### src/rtl/ddr_init_seq.sv
// ECP5 DDR CRG bring-up sequencer plus runtime DLL code-update arbiter (clkin domain).
// Latency: outputs registered, they change in the first cycle a state is occupied; dll_lock is seen 2 cycles late.
// Backpressure: upd_req is a level, sampled only in RUN; held requests are serviced back to back, one upd_ack each.
module ddr_init_seq #(
  parameter int LOCK_FILTER   = 16,
  parameter int RST_CYCLES    = 8,
  parameter int STOP_CYCLES   = 8,
  parameter int UPDATE_CYCLES = 4,
  parameter int PAUSE_CYCLES  = 4
) (
  input  logic clkin,
  input  logic rst_n,
  input  logic pll_lock,
  input  logic dll_lock,
  input  logic upd_req,
  output logic upd_ack,
  output logic eclk_stop,
  output logic div_rst,
  output logic dll_rst,
  output logic dll_uddcntln,
  output logic dqs_pause,
  output logic sync_rst,
  output logic init
);

  // One shared down-counter; it must hold the largest load value.
  localparam int MAX_A = (LOCK_FILTER > RST_CYCLES) ? LOCK_FILTER : RST_CYCLES;
  localparam int MAX_B = (STOP_CYCLES > UPDATE_CYCLES) ? STOP_CYCLES : UPDATE_CYCLES;
  localparam int MAX_C = (MAX_A > MAX_B) ? MAX_A : MAX_B;
  localparam int MAXP  = (MAX_C > PAUSE_CYCLES) ? MAX_C : PAUSE_CYCLES;
  localparam int CW    = (MAXP > 1) ? $clog2(MAXP + 1) : 1;

  localparam logic [CW-1:0] CNT_ONE    = CW'(1);
  localparam logic [CW-1:0] LF_LOAD    = CW'(LOCK_FILTER - 1);
  localparam logic [CW-1:0] RST_LOAD   = CW'(RST_CYCLES - 1);
  localparam logic [CW-1:0] STOP_LOAD  = CW'(STOP_CYCLES - 1);
  localparam logic [CW-1:0] UPD_LOAD   = CW'(UPDATE_CYCLES - 1);
  localparam logic [CW-1:0] PAUSE_LOAD = CW'(PAUSE_CYCLES - 1);

  typedef enum logic [3:0] {
    S_WAIT_LOCK  = 4'd0,
    S_FILTER     = 4'd1,
    S_DIV_RST    = 4'd2,
    S_STOP_HOLD  = 4'd3,
    S_DLL_WAIT   = 4'd4,
    S_UPDATE     = 4'd5,
    S_RUN        = 4'd6,
    S_PAUSE_PRE  = 4'd7,
    S_PAUSE_UPD  = 4'd8,
    S_PAUSE_POST = 4'd9
  } state_t;

  state_t        state_q, state_d;
  logic [CW-1:0] cnt_q, cnt_d;
  logic          dll_meta_q, dll_meta_d;
  logic          dll_sync_q, dll_sync_d;
  logic          upd_ack_q, upd_ack_d;
  logic          eclk_stop_q, eclk_stop_d;
  logic          div_rst_q, div_rst_d;
  logic          dll_rst_q, dll_rst_d;
  logic          dll_uddcntln_q, dll_uddcntln_d;
  logic          dqs_pause_q, dqs_pause_d;
  logic          sync_rst_q, sync_rst_d;
  logic          init_q, init_d;

  logic cnt_zero;
  logic dll_watch;
  logic lock_fail;

  assign cnt_zero  = (cnt_q == '0);
  // DLL lock only matters once the controller owns the interface.
  assign dll_watch = (state_q == S_RUN) || (state_q == S_PAUSE_PRE) ||
                     (state_q == S_PAUSE_UPD) || (state_q == S_PAUSE_POST);
  assign lock_fail = ((state_q != S_WAIT_LOCK) && !pll_lock) ||
                     (dll_watch && !dll_sync_q);

  // Two-flop synchroniser for the DDRDLL lock indication.
  always_comb begin
    dll_meta_d = dll_lock;
    dll_sync_d = dll_meta_q;
  end

  // Next state, counter reload/decrement and the update-done pulse.
  always_comb begin
    state_d   = state_q;
    cnt_d     = cnt_q;
    upd_ack_d = 1'b0;
    unique case (state_q)
      S_WAIT_LOCK: begin
        if (pll_lock) begin
          state_d = S_FILTER;
          cnt_d   = LF_LOAD;
        end
      end
      S_FILTER: begin
        if (cnt_zero) begin
          state_d = S_DIV_RST;
          cnt_d   = RST_LOAD;
        end else begin
          cnt_d = cnt_q - CNT_ONE;
        end
      end
      S_DIV_RST: begin
        if (cnt_zero) begin
          state_d = S_STOP_HOLD;
          cnt_d   = STOP_LOAD;
        end else begin
          cnt_d = cnt_q - CNT_ONE;
        end
      end
      S_STOP_HOLD: begin
        if (cnt_zero) begin
          state_d = S_DLL_WAIT;
        end else begin
          cnt_d = cnt_q - CNT_ONE;
        end
      end
      S_DLL_WAIT: begin
        if (dll_sync_q) begin
          state_d = S_UPDATE;
          cnt_d   = UPD_LOAD;
        end
      end
      S_UPDATE: begin
        if (cnt_zero) begin
          state_d = S_RUN;
        end else begin
          cnt_d = cnt_q - CNT_ONE;
        end
      end
      S_RUN: begin
        if (upd_req) begin
          state_d = S_PAUSE_PRE;
          cnt_d   = PAUSE_LOAD;
        end
      end
      S_PAUSE_PRE: begin
        if (cnt_zero) begin
          state_d = S_PAUSE_UPD;
          cnt_d   = UPD_LOAD;
        end else begin
          cnt_d = cnt_q - CNT_ONE;
        end
      end
      S_PAUSE_UPD: begin
        if (cnt_zero) begin
          state_d = S_PAUSE_POST;
          cnt_d   = PAUSE_LOAD;
        end else begin
          cnt_d = cnt_q - CNT_ONE;
        end
      end
      S_PAUSE_POST: begin
        if (cnt_zero) begin
          state_d   = S_RUN;
          upd_ack_d = 1'b1;
        end else begin
          cnt_d = cnt_q - CNT_ONE;
        end
      end
      default: begin
        state_d = S_WAIT_LOCK;
        cnt_d   = '0;
      end
    endcase
    // Any lock loss aborts everything, including an in-flight update (no ack).
    if (lock_fail) begin
      state_d   = S_WAIT_LOCK;
      cnt_d     = '0;
      upd_ack_d = 1'b0;
    end
  end

  // Output levels decoded from the upcoming state so they register alongside it.
  always_comb begin
    eclk_stop_d    = 1'b1;
    div_rst_d      = 1'b1;
    dll_rst_d      = 1'b1;
    dll_uddcntln_d = 1'b1;
    dqs_pause_d    = 1'b1;
    sync_rst_d     = 1'b1;
    init_d         = 1'b0;
    unique case (state_d)
      S_WAIT_LOCK, S_FILTER, S_DIV_RST: begin
      end
      S_STOP_HOLD: begin
        div_rst_d = 1'b0;
        dll_rst_d = 1'b0;
      end
      S_DLL_WAIT: begin
        eclk_stop_d = 1'b0;
        div_rst_d   = 1'b0;
        dll_rst_d   = 1'b0;
      end
      S_UPDATE: begin
        eclk_stop_d    = 1'b0;
        div_rst_d      = 1'b0;
        dll_rst_d      = 1'b0;
        dll_uddcntln_d = 1'b0;
      end
      S_RUN: begin
        eclk_stop_d = 1'b0;
        div_rst_d   = 1'b0;
        dll_rst_d   = 1'b0;
        dqs_pause_d = 1'b0;
        sync_rst_d  = 1'b0;
        init_d      = 1'b1;
      end
      S_PAUSE_PRE, S_PAUSE_POST: begin
        eclk_stop_d = 1'b0;
        div_rst_d   = 1'b0;
        dll_rst_d   = 1'b0;
        sync_rst_d  = 1'b0;
        init_d      = 1'b1;
      end
      S_PAUSE_UPD: begin
        eclk_stop_d    = 1'b0;
        div_rst_d      = 1'b0;
        dll_rst_d      = 1'b0;
        dll_uddcntln_d = 1'b0;
        sync_rst_d     = 1'b0;
        init_d         = 1'b1;
      end
      default: begin
      end
    endcase
  end

  // State, counter, synchroniser and registered outputs; reset forces the safe CRG levels.
  always_ff @(posedge clkin or negedge rst_n) begin
    if (!rst_n) begin
      state_q        <= S_WAIT_LOCK;
      cnt_q          <= '0;
      dll_meta_q     <= 1'b0;
      dll_sync_q     <= 1'b0;
      upd_ack_q      <= 1'b0;
      eclk_stop_q    <= 1'b1;
      div_rst_q      <= 1'b1;
      dll_rst_q      <= 1'b1;
      dll_uddcntln_q <= 1'b1;
      dqs_pause_q    <= 1'b1;
      sync_rst_q     <= 1'b1;
      init_q         <= 1'b0;
    end else begin
      state_q        <= state_d;
      cnt_q          <= cnt_d;
      dll_meta_q     <= dll_meta_d;
      dll_sync_q     <= dll_sync_d;
      upd_ack_q      <= upd_ack_d;
      eclk_stop_q    <= eclk_stop_d;
      div_rst_q      <= div_rst_d;
      dll_rst_q      <= dll_rst_d;
      dll_uddcntln_q <= dll_uddcntln_d;
      dqs_pause_q    <= dqs_pause_d;
      sync_rst_q     <= sync_rst_d;
      init_q         <= init_d;
    end
  end

  assign upd_ack      = upd_ack_q;
  assign eclk_stop    = eclk_stop_q;
  assign div_rst      = div_rst_q;
  assign dll_rst      = dll_rst_q;
  assign dll_uddcntln = dll_uddcntln_q;
  assign dqs_pause    = dqs_pause_q;
  assign sync_rst     = sync_rst_q;
  assign init         = init_q;

endmodule

### config.mk
export PLATFORM = sky130hd
export DESIGN_NAME = ddr_init_seq
export DESIGN_NICKNAME = d
export VERILOG_FILES = /design/src/rtl/ddr_init_seq.sv
export SDC_FILE = /design/constraint.sdc
export NUM_CORES = 1
export LEC_CHECK = 0
export CAP_MARGIN = 40
export CORE_AREA = 4 4 56 58
export CTS_BUF_LIST = sky130_fd_sc_hd__clkbuf_8
export DETAILED_ROUTE_END_ITERATION = 10
export DIE_AREA = 0 0 60 62
export MAX_ROUTING_LAYER = met4
export PLACE_DENSITY = 0.78
export SYNTH_ARGS = -nofsm -noshare
export SYNTH_HDL_FRONTEND = slang
export SYNTH_SLANG_ARGS = --single-unit
### constraint.sdc
create_clock -name clkin -period 2.73 [get_ports clkin]
set_clock_uncertainty 0.2 [all_clocks]
set_input_delay 0.273 -clock clkin [delete_from_list [all_inputs] [get_ports clkin]]
set_output_delay 0.273 -clock clkin [all_outputs]
set_load 0.01 [all_outputs]
Yosys cells after proc, flatten, opt, wreduce, memory -nomap -nowiden. Index checks and enable logic that the tools add are counted.

Eq/ne operators: 20. Add/subtract/negate cells: 1. Reductions and logical operators: 20. Multiplexer cells: 28.

Operators with widths (count): 4-bit two-way mux (10); 4-bit one-hot mux with 9 select lines (1); 5-bit two-way mux (7); 4-bit by 3-bit == test with 1-bit output (second input constant) (8); 5-bit one-hot mux with 6 select lines (1); 4-bit == test (second input constant) (4); 4-bit by 2-bit == test with 1-bit output (second input constant) (3); 1-bit two-way mux (9); 3-bit != test (second input constant) (3); 2-bit OR reduction (4); 7-bit OR reduction (1); 6-bit OR reduction (1); 5-bit zero test (1); 5-bit by 1-bit subtractor with 5-bit output (second input constant) (1); 4-bit by 1-bit == test with 1-bit output (second input constant) (1); 4-bit zero test (1); 1-bit logical OR (4); 4-bit AND reduction (1); 4-bit nonzero test (1); 4-bit OR reduction (1); 3-bit by 2-bit != test with 1-bit output (second input constant) (1); 3-bit OR reduction (1); 1-bit logical AND (2); 1-bit zero test (2).

Word-level logic and storage cells: 80. Register bits after elaboration: 18. Output and inout port bits: 8.

Longest topological paths before layout.
Word-level depth: 10. Gate-level depth with buffers: 8.

Least setup slack after synthesis. Ideal clock, no wire load.

Path kind: flip-flop to flip-flop. From: register cnt_q[0]. To: register dll_uddcntln_q, in the netlist dll_uddcntln. Data required time: 2455 ps. Slack: 554 ps. Arrival: 1902 ps. Clock period less this slack: 2176 ps. Path buffers: 0. Stages on the path, launching flop included: 8. Cell sequence: dfrtp_1 inv_1 ha_1 nor4b_2 nand2_1 o311a_1 nor2_2 mux2i_1.

Word-level cells in the longest chain between the ends: 7.

RTL lines: from (decl) (line 54) `logic [CW-1:0] cnt_q, cnt_d;`; from (signal assigned) (line 246) `cnt_q <= cnt_d;`; 5-bit zero test * (line 70) `assign cnt_zero = (cnt_q == '0);`; 4-bit two-way mux, or another cell as far along (line 125, 154); 4-bit one-hot mux with 9 select lines * (line 88) `unique case (state_q)`; 4-bit two-way mux * (line 167) `if (lock_fail) begin`; via state_d[0] (line 53) `state_t state_q, state_d;`; 4-bit == test or 4-bit by 3-bit == test with 1-bit output (tied branches) (line 183) `unique case (state_d)`; 2-bit OR reduction (no line) *; 1-bit two-way mux * (line 183); via dll_uddcntln_d (line 61) `logic dll_uddcntln_q, dll_uddcntln_d;`; to (signal assigned) (line 253) `dll_uddcntln_q <= dll_uddcntln_d;`; to (decl) (line 61).

The timed path passes the listed nets; every way through them passes the cells marked *. A chain may end at the register's enable or synchronous reset.

Worst setup path in the final report.
From: register cnt_q[0]. To: register init_q, in the netlist init.

Word-level cells in the longest chain between the ends: 7.

RTL lines: 5-bit zero test * (line 70); 4-bit two-way mux, or another cell as far along (line 125, 154); 4-bit one-hot mux with 9 select lines * (line 88); 4-bit two-way mux * (line 167); 4-bit == test or 4-bit by 3-bit == test with 1-bit output (tied branches) (line 183); 4-bit OR reduction (no line) *; 1-bit two-way mux * (line 183); via init_d (line 64) `logic init_q, init_d;`; to (signal assigned) (line 256) `init_q <= init_d;`; to (decl) (line 64).

Marks and branches as above.

==> impl_metrics.toml <==
[worst_setup_path]
path_class = "reg -> reg"
crit_path_max_fanout = 6
start_kind = "flip-flop"
reg2reg_setup_slack_ns = 0.18
cp.required_ns = 2.73
cp-end-kind = "flip-flop"
r2r-end = "init"
r2r-start = "cnt_q[0]"
critical_path_arrival_ns = 2.54
r2r_cells = 7

[cells_and_area]
largest-register = "cnt_q"
layout.nets = 156
largestRegisters = "cnt_q: 5 flops, state_q: 4 flops"
num_antenna_cells = 0
syn_to_final_growth_pct = 14.8
largest_register_ffs = 5
layout_common_cells = "nor2_1, dfrtp_1, clkdlybuf4s50_1"
final_layout_size_suffix_gt1_frac = 0.149
num-fill-cells = 242
final_common_cell = "nor2_1"

[route]
avgRoutedWirePerCell_um = 16.1
post-route-drc-count = 0
wl_um = 2880
drt_iter0_markers = 87
vias = 1138
vias_per_cell = 6.36
ant_nets = 0
first_pass_iters = 4

[yosys]
yosysWarningCount = 0
yosys.area.top_type_share = 0.264
async_flop_share = 1.00
yosysSeqAreaShare = 0.371
synth_nets = 145
synth_edf_count = 0
synth_area_leaders = "dfrtp_1, dfstp_2, a21oi_1"
synth_cells = 138
syn_avg_cell_area_um2 = 8.93
synth_cell_types = 46
synth.largest_area_cell = "dfrtp_1"
synth_area_um2 = 1230
synth_seq_cells = 18
ys.flop_type = "dfrtp_1"

[clock_network]
htreeDepth = 1
root_buffer = "clkbuf_8"
cts_resized = 0
cts.sinks = 18
clkTransAtPathRegs_ns = 0.07
clkLatencyLatePin_ns = 0.25
numCtsBuffers = 3
ctsHoldBuffers = 0
clk_path_buf_depth = 2
postCtsSetupBuffers = 0
cts_tree = "yes"

[placed_design]
pre_cts_ws_ns = 0.280
place_hpwl_um = 2100
port_buffers = 12
place.gp.congestion = 0.907

[sta]
tightest_slew_ns = 0.801
min_period_ns = 2.55
rsz0062_at_grt = "no"
hold_viol = 0
setup_ws_ns = 0.185
relSlewSlack = 0.464
setup_tns_ns = 0
fmax_mhz = 393
min_period_over_period = 0.932
finalMaxSlewViolations = 0
setup_violations = 0

[floorplanning]
initial_utilization = 0.463
fp.dieW_um = 60
coreArea_um2 = 2660
die_h_um = 62
num_rows = 19
dieArea_um2 = 3720
pin_count = 13

[hold_path]
hold_class = "reg -> reg"
hold_end = "dll_sync_q"
holdPathStages = 0
hp-start = "dll_meta_q"

[global_routing]
antenna_found_initial = 0
grtUsageTotal = 0.180
gr-total-overflow = 0
grt_pass1_wl_um = 4840
grt_max_degree = 19
grt_pass1_vias = 1058

[power_and_ir_drop]
p_per_area_nw_per_um2 = 1170
p_leak_nw = 0.547
ir_drop_mv = 0.603

[status]
status = "finished, final reports clean"

[job]
maxCapViolCount = 0
worst max-delay path, stage by stage, from the launching register on:
cell     delay [ns]
dfrtp_1        0.42
inv_1          0.10
ha_1           0.18
or4b_1         0.56
nor2_1         0.36
o21ai_0        0.25
nor3_1         0.28
a211o_1        0.14
layer usage:
| layer | share of wire | vias to the layer above | wire (um) | GRT usage |
|---|---|---|---|---|
| met3 | 0.065 | 9 | 187 | 0.0289 |
| met1 | 0.44 | 535 | 1260 | 0.233 |
| met2 | 0.47 | 61 | 1360 | 0.278 |
| met4 | 0.022 | 0 | 62 | 0.0759 |
| li1 | - | 533 | - | - |
| met5 | 0 | - | 0 | - |
cell usage after synthesis (all sizes together), types with 3 or more instances:
cell     number
nor4          3
a211oi        3
dfstp         5
o21ai         5
inv           5
xnor2         3
buf           9
o2bb2ai       4
dfrtp        13
nand2b        5
nand3         3
a21oi        11
nor2         15
nor3         11
nand2         8
worst max-delay path by stage:
| stage | start | to | slack [ns] | cells after the start |
|---|---|---|---|---|
| 4_1_cts | cnt_q[0] | init | 0.28 | 7 |
| 3_5_place_dp | pll_lock | dll_rst | 0.28 | 5 |
| 2_1_floorplan | cnt_q[0] | dll_uddcntln | 0.55 | 7 |
| 6_report | cnt_q[0] | init | 0.18 | 7 |
| 3_3_place_gp | pll_lock | dll_rst | 0.36 | 5 |
| 5_1_grt | cnt_q[0] | init | 0.1 | 7 |
area by class of cell:
type | count | area [um^2] | share of cell area
inverter | 5 | 18.8 | 0.0133
tap | 31 | 38.8 | 0.0274
clock buffer | 4 | 55.1 | 0.0389
multi-input combinational | 105 | 696 | 0.492
timing repair buffer | 16 | 150 | 0.106
sequential | 18 | 457 | 0.323
where the power goes:
group	switching, mW	internal (mW)
Sequential	0.108	0.374
Clock	0.0923	0.128
Combinational	0.527	0.420
Total	0.727	0.922
cells by family (layout without fill, tap and decap cells):
logic type / Yosys count / in the layout / share of synthesized area
XOR/XNOR: 4 / 4 / 0.0284
multiplexers: 2 / 2 / 0.0173
adder cells (fa/ha/maj): 3 / 3 / 0.0294
flip-flops: 18 / 18 / 0.371
AND/OR/NAND/NOR: 51 / 51 / 0.210
buffers and inverters: 15 / 25 / 0.0650
AO/OA/AOI/OAI: 45 / 45 / 0.279
per-stage QoR:
stage	cells	area (um^2)	power, mW	utilization	hold WS [ns]
after floorplan	138	1230	1.17	-	-0.223
after global placement	175	1360	1.38	0.511	0.138
after detailed placement	175	1360	1.41	0.511	0.145
after CTS	179	1420	1.64	0.531	0.161
after global routing	179	1420	1.77	0.531	0.184
final	179	1420	1.65	0.531	0.159
(Power assumes the default switching activity.)
